[config.mk]
export PLATFORM = sky130hd
export DESIGN_NAME = decoder_scan_seq
export DESIGN_NICKNAME = d
export VERILOG_FILES = /design/src/rtl/decoder_scan_seq.sv
export SDC_FILE = /design/constraint.sdc
export NUM_CORES = 1
export LEC_CHECK = 0
export CORE_MARGIN = 4
export CORE_UTILIZATION = 40
export DETAILED_ROUTE_END_ITERATION = 12
export SLEW_MARGIN = 15
export SYNTH_ARGS = -nofsm -noshare
export SYNTH_HDL_FRONTEND = slang
export SYNTH_SLANG_ARGS = --single-unit
[constraint.sdc]
create_clock -name i_clk -period 1.9 [get_ports i_clk]
set_input_delay 0.475 -clock i_clk [delete_from_list [all_inputs] [get_ports i_clk]]
set_output_delay 0.475 -clock i_clk [all_outputs]
set_load 0.005 [all_outputs]
[src/rtl/decoder_scan_seq.sv]
// decoder_scan_seq: registered SEL_W-to-OUT_W one-hot decoder with enable and an
// autonomous scan sequencer that walks the active output through every code,
// holding each code for (dwell+1) enabled cycles.
// Optional build macro DEC_SEQ_ONEHOT_CHK_EN adds a sticky o_err flag that is
// set when the registered decode is non-zero but not one-hot.
// Handshake: i_start is a level sampled only in IDLE; it is accepted on a rising
// clock edge where i_start=1, i_en=1 and i_stop=0. i_stop aborts a scan on the
// next edge and always wins over i_start. o_done is a single-cycle pulse.
module decoder_scan_seq #(
   parameter int SEL_W   = 3,
   parameter int OUT_W   = 1 << SEL_W,
   parameter int DWELL_W = 4,
   parameter bit REV     = 1'b1
) (
   input  logic               i_clk,
   input  logic               i_rst_n,
   input  logic               i_en,
   input  logic [SEL_W-1:0]   i_sel,
   input  logic               i_start,
   input  logic               i_stop,
   input  logic               i_cont,
   input  logic [DWELL_W-1:0] i_dwell,
   output logic [OUT_W-1:0]   o_d,
   output logic [SEL_W-1:0]   o_code,
   output logic               o_busy,
   output logic               o_done,
`ifdef DEC_SEQ_ONEHOT_CHK_EN
   output logic               o_err,
`endif
   output logic [1:0]         o_state
);

   typedef enum logic [1:0] {
      ST_IDLE = 2'd0,
      ST_SCAN = 2'd1,
      ST_DONE = 2'd2
   } state_t;

   // Number of codes visited in a single pass (fits in SEL_W+1 bits).
   localparam logic [SEL_W:0] LP_LAST = OUT_W[SEL_W:0];

   state_t             r_state;
   logic [OUT_W-1:0]   r_d;
   logic [SEL_W-1:0]   r_code;
   logic               r_busy;
   logic               r_done;
   logic [DWELL_W-1:0] r_cnt;
   logic [DWELL_W-1:0] r_dwell;
   logic               r_cont;
   logic [SEL_W:0]     r_visited;

   state_t             w_state_nxt;
   logic [OUT_W-1:0]   w_d_nxt;
   logic [SEL_W-1:0]   w_code_nxt;
   logic [DWELL_W-1:0] w_cnt_nxt;
   logic [DWELL_W-1:0] w_dwell_nxt;
   logic               w_cont_nxt;
   logic [SEL_W:0]     w_visited_nxt;
   logic               w_accept;
   logic [SEL_W-1:0]   w_code_inc;

   // Legacy bit map: with REV, code k lights d[OUT_W-1-k], which is index ~k.
   function automatic logic [OUT_W-1:0] f_onehot(input logic [SEL_W-1:0] k);
      logic [SEL_W-1:0] idx;
      idx = REV ? ~k : k;
      return {{(OUT_W-1){1'b0}}, 1'b1} << idx;
   endfunction

   assign w_code_inc = r_code + SEL_W'(1);

   // Next-state and next-output decode for the IDLE/SCAN/DONE sequencer.
   always_comb begin
      w_state_nxt   = r_state;
      w_d_nxt       = '0;
      w_code_nxt    = r_code;
      w_cnt_nxt     = r_cnt;
      w_dwell_nxt   = r_dwell;
      w_cont_nxt    = r_cont;
      w_visited_nxt = r_visited;
      w_accept      = 1'b0;
      case (r_state)
         ST_IDLE: begin
            w_d_nxt    = i_en ? f_onehot(i_sel) : '0;
            w_code_nxt = i_sel;
            if (i_start && i_en && !i_stop) begin
               w_accept      = 1'b1;
               w_state_nxt   = ST_SCAN;
               w_cnt_nxt     = '0;
               w_dwell_nxt   = i_dwell;
               w_cont_nxt    = i_cont;
               w_visited_nxt = (SEL_W+1)'(1);
            end
         end
         ST_SCAN: begin
            if (i_stop) begin
               w_state_nxt = ST_IDLE;
               w_d_nxt     = i_en ? f_onehot(i_sel) : '0;
               w_code_nxt  = i_sel;
            end else if (!i_en) begin
               // Paused: outputs blank, position frozen.
               w_d_nxt = '0;
            end else if (r_cnt == r_dwell) begin
               if (!r_cont && (r_visited == LP_LAST)) begin
                  w_state_nxt = ST_DONE;
                  w_d_nxt     = '0;
               end else begin
                  w_cnt_nxt     = '0;
                  w_code_nxt    = w_code_inc;
                  w_d_nxt       = f_onehot(w_code_inc);
                  w_visited_nxt = r_cont ? r_visited : r_visited + (SEL_W+1)'(1);
               end
            end else begin
               w_cnt_nxt = r_cnt + DWELL_W'(1);
               w_d_nxt   = f_onehot(r_code);
            end
         end
         ST_DONE: begin
            w_state_nxt = ST_IDLE;
            w_d_nxt     = i_en ? f_onehot(i_sel) : '0;
            w_code_nxt  = i_sel;
         end
         default: begin
            w_state_nxt = ST_IDLE;
         end
      endcase
   end

   // State and registered outputs; busy/done are decoded from the next state.
   always_ff @(posedge i_clk or negedge i_rst_n) begin
      if (!i_rst_n) begin
         r_state   <= ST_IDLE;
         r_d       <= '0;
         r_code    <= '0;
         r_busy    <= 1'b0;
         r_done    <= 1'b0;
         r_cnt     <= '0;
         r_dwell   <= '0;
         r_cont    <= 1'b0;
         r_visited <= '0;
      end else begin
         r_state   <= w_state_nxt;
         r_d       <= w_d_nxt;
         r_code    <= w_code_nxt;
         r_busy    <= (w_state_nxt == ST_SCAN);
         r_done    <= (w_state_nxt == ST_DONE);
         r_cnt     <= w_cnt_nxt;
         r_dwell   <= w_dwell_nxt;
         r_cont    <= w_cont_nxt;
         r_visited <= w_visited_nxt;
      end
   end

`ifdef DEC_SEQ_ONEHOT_CHK_EN
   logic r_err;

   // Sticky flag for a multi-hot decode; an accepted start clears it.
   always_ff @(posedge i_clk or negedge i_rst_n) begin
      if (!i_rst_n) begin
         r_err <= 1'b0;
      end else if (w_accept) begin
         r_err <= 1'b0;
      end else if ((r_d != '0) && ((r_d & (r_d - OUT_W'(1))) != '0)) begin
         r_err <= 1'b1;
      end
   end

   assign o_err = r_err;
`endif

   assign o_d     = r_d;
   assign o_code  = r_code;
   assign o_busy  = r_busy;
   assign o_done  = r_done;
   assign o_state = r_state;

endmodule

; Word level (Yosys, flattened, before mapping)
; Index checks and enable logic that the tools add are counted.
[classes]
n_addsub = 3
eq_ne = 16
n_shift = 3
muxes = 30
n_bitwise = 3
reduce_logical = 13
[op_table]
columns = cell, n
row1 = $mux 4, 11
row2 = $mux 8, 5
row3 = $shl 1x3->8 const A, 3
row4 = $pmux 4 s2, 2
row5 = $pmux 8 s2, 1
row6 = $mux 3, 4
row7 = $ne 2x2->1 const B, 6
row8 = $ne 3x3->1 const B, 4
row9 = $mux 2, 5
row10 = $not 3->3, 3
row11 = $add 4x1->4 const B, 2
row12 = $reduce_and 7->1, 1
row13 = $pmux 3 s2, 1
row14 = $reduce_and 5->1, 1
row15 = $eq 2x1->1 const B, 2
row16 = $eq 2x2->1 const B, 2
row17 = $eq 4x4->1, 1
row18 = $eq 4x4->1 const B, 1
row19 = $pmux 2 s2, 1
row20 = $reduce_and 4->1, 1
row21 = $reduce_bool 2->1, 2
row22 = $add 3x1->3 const B, 1
row23 = $logic_and 1x1->1, 3
row24 = $logic_not 1->1, 2
row25 = 3 further kinds, 3
[totals]
regBits = 28
in_bits = 13
wordCells = 77

; Logic depth before layout (Yosys ltp)
; Gate-level depths: netlist of run 1.
[depth]
ltp_word = 8
ltp_mapped = 7
depth_no_buf = 7

; Worst setup path before layout of run 1
; Ideal clock, no wire load.
[synth_timing]
path_type = reg2reg
start = reg r_code[0] (netlist: o_code[0])
end = reg r_d[5] (netlist: o_d[5])
setup_ps = 122
t_arrival_ps = 1494
required_time_ps = 1778
slack_ps = 284
path_stages_with_launch = 7
synth_period_minus_slack_ps = 1616
path_cell_list = dfrtp_1 -> ha_1 -> ha_1 -> and2_1 -> nand2_1 -> o21ai_0 -> a32o_1
[synth_between]
elab_chain_len = 8
[synth_rtl]
columns = item, line_no
row1 = from (decl), 44  ; logic [SEL_W-1:0] r_code;
row2 = from (signal assigned), 143  ; r_code <= w_code_nxt;
row3 = $add 3x1->3, 69  ; assign w_code_inc = r_code + SEL_W'(1);
row4 = $not 3->3, 65  ; idx = REV ? ~k : k;
row5 = $shl 1x3->8, 66  ; return {{(OUT_W-1){1'b0}}, 1'b1} << idx;
row6 = $mux 8, 103  ; if (!r_cont && (r_visited == LP_LAST)) begin
row7 = $mux 8 (*), 102  ; end else if (r_cnt == r_dwell) begin
row8 = $mux 8 (*), 99  ; end else if (!i_en) begin
row9 = $mux 8 (*), 95  ; if (i_stop) begin
row10 = $pmux 8 s2 (*), 81  ; case (r_state)
row11 = net w_d_nxt[5], 53  ; logic [OUT_W-1:0] w_d_nxt;
row12 = to (signal assigned), 142  ; r_d <= w_d_nxt;
row13 = to (decl), 43  ; logic [OUT_W-1:0] r_d;
; The timed path passes the listed nets; every way through them passes the cells marked *.
; A chain may end at the register's enable or synchronous reset.

; Worst setup path after layout of run 1
[layout_timing]
start = reg r_state[1] (netlist: o_state[1])
end = out o_state[1]
[layout_rtl]
columns = item, line_no
row1 = from (decl), 42  ; state_t r_state;
row2 = from (signal assigned), 141  ; r_state <= w_state_nxt;
row3 = to (decl), 30  ; output logic [1:0] o_state
; No word-level cell between the ends.

==> metrics, run 1 <==
IO Pins 28; TritonCTS buffer count 3; met3 Track Usage GR 0.0238; setup ws final 0.0999 ns; Max-cap violations 0; DR pass1 iterations 4; GRT Max-Usage Layer met2; Worst Skew 0.00300 ns; Placement Setup Slack -0.148 ns; cts repair resizes 0; initial antenna violation count 0; Placer Congestion 0.860; top_reg_cell synth dfrtp_1; postcts setup bufs 0; Buf/Inv on CP 1; critical path's slowest cell clkdlybuf4s50_1; distinct cell type count after synthesis 38; # diodes 0; post-synthesis xor/xnor area fraction 0.0325; met1 Use GR 0.205; Fmax 0.556 GHz; post-synthesis mux area share 0.0596; Peak VDD IR 0.327 mV; Tcrit/Tclk final 0.947; Synth top area share 0.433; largest net degree at the start of global routing 29; CP max FO 7; die height 71.6 um; Mapped Nets 183; delay-heaviest family, CP buffers and inverters; Hold Crit Start r_dwell[3]; post-layout util 0.561; post-route DRC violation count 0; die area 5130 um^2; clock tree root buffer cell clkbuf_8; r2r startpoint o_code[1]; # hold bufs at CTS 0; Yosys top cell by area dfrtp_1; proportion of layout cells with a drive suffix above 1 0.149; leakage 0.000928 uW; Sum Neg Setup Slack 0 ns; vias per cell 5.43; worst min-delay path category reg2reg; clk slew on worst S/H paths 0.09 ns; flop2flop setup slack 0.19 ns; compound-gate portion of the synthesized area 0.172; Crit Path Category reg2out; RSZ-0062 raised after global routing no; num rows 22; global route total overflow 0; worst stage delay on the critical path 0.56 ns; worst-skew pair later-pin latency 0.27 ns; R2R depth 6; flops & latches, synth 28; vias in the first global route 1,402; adder-cell share of the synthesized area 0.0773; Tmin final 1.80 ns; commonest cells in the netlist dfrtp_1, nand2_1, nand3_1; IO Port Bufs 27; CP Launch Type register; Detail Route Antenna Nets 0; met2 Resource Use GR 0.245; hold violation total from the final report 0; Final HPWL DP 2810 um; clock sinks 28; post-synth design cell area 1620 um^2; CP Cell Sequence clkdlybuf4s50_1; EDFF count, synth 0; # setup viols final 0; asr flop ratio synth 1.00; r2r endpoint o_d[6]; Final #Nets 225; Crit path depth 1; Syn Inst Count 160; Synth Warn # 0; Synth Area per Inst 10.1 um^2; CTS tree built; total number of vias 1,353; Critical Path AT 1.33 ns; outcome complete, no violations; Starting Density 0.429; WL final 3630 um; critical path endpoint category output port; core footprint 3770 um^2; worst-margin pin slew 0.354 ns; top-count cell post-synth dfrtp_1; Worst slew margin 0.764; global-route wire length before repair 6240 um; dpl cells 245; Post-Synth Simple-Gate Area 0.192; CP startpoint o_state[1]; Setup crit end o_state[1]; hold_ws 0.543 ns; GRT Util Overall 0.152; drt initial violations 68; PD cells 710 nW/um^2; drt wl/cell 14.6 um; synthesis-to-finish area growth 30.8%; synth top area cells dfrtp_1, ha_1, nand2_1; Final Slew Violations 0; Max Root-Sink Buffers 2; register area share after synthesis 0.433; die width 71.6 um; # H-tree levels 1; Cell Count, Final, Fillers Out 249; combinational family with the most area after synthesis simple AND/OR/NAND/NOR gates; Worst Path Required 1.42 ns
-- area by class of cell --
cell class                 instances  area, um^2
multi-input combinational        120         885
inverter                           9        33.8
tap                               48        60.1
fill                             329        1660
sequential                        28         702
clock buffer                       4        55.1
timing repair buffer              40         380
-- how the worst min path moves through the flow --
stage	end	slack (ns)	depth (start not counted)
after global routing	r_dwell[3]	0.57	1
after detailed placement	r_dwell[1]	0.52	1
after floorplan	o_busy	0.18	0
after global placement	r_cnt[3]	0.52	1
after CTS	r_dwell[1]	0.55	1
final	r_dwell[3]	0.54	1
-- sequential cells by signal, indices dropped and copies added, names as in the netlist --
| signal | count |
|---|---|
| o_busy | 1 |
| o_code | 3 |
| o_d | 8 |
| o_done | 1 |
| o_state | 2 |
| r_cnt | 4 |
| r_cont | 1 |
| r_dwell | 4 |
| r_visited | 4 |
-- logic make-up (layout without fill, tap and decap cells) --
| kind of cell | count (synthesis) | count (layout) |
|---|---|---|
| XOR/XNOR | 6 | 6 |
| AND/OR/NAND/NOR | 56 | 56 |
| multiplexers | 9 | 9 |
| buffers and inverters | 12 | 53 |
| flip-flops | 28 | 28 |
| AO/OA/AOI/OAI | 39 | 39 |
| adder cells (fa/ha/maj) | 10 | 10 |
-- per-stage QoR --
stage | cell area [um^2] | total power (uW)
global route | 2120 | 1600
finish | 2120 | 1500
global placement | 2040 | 1110
detailed placement | 2040 | 1130
floorplan | 1620 | 953
CTS | 2090 | 1500
-- layer usage --
metal | part of all wire | vias to the layer above
li1 | - | 664
met1 | 0.46 | 654
met2 | 0.48 | 31
met3 | 0.049 | 4
met4 | 0.013 | 0
met5 | 0 | -
-- layout by cell type (no fill, tap or decap), drive strengths merged, types with 2 or more instances in the layout --
cell / instances
a21o: 5
a21oi: 5
a32o: 4
buf: 13
clkbuf: 4
clkdlybuf4s50: 27
dfrtp: 28
ha: 10
inv: 9
mux2: 5
mux2i: 4
nand2: 17
nand2b: 3
nand3: 12
nor2: 8
nor2b: 3
nor3: 5
nor3b: 2
nor4b: 2
o21a: 2
o21ai: 11
o32ai: 4
xnor2: 6
-- worst reg2reg max path: cells and delay by family (launching register included) --
family          cells  cell delay [ns]
flops               1             0.44
compound gates      2             0.30
simple gates        2             0.27
fa+ha+maj           2             0.61
-- power by group --
part           internal, uW  switching (uW)
logic                   223             212
registers               650            53.7
clock network           185             178
No activity file was read; power rests on OpenSTA's default activity.
==> inputs of run 2 (changes only) <==
- SLEW_MARGIN: 15 -> 20
==> results of run 2 <==
The final DEF is identical to that of run 1; final timing and power are the same.
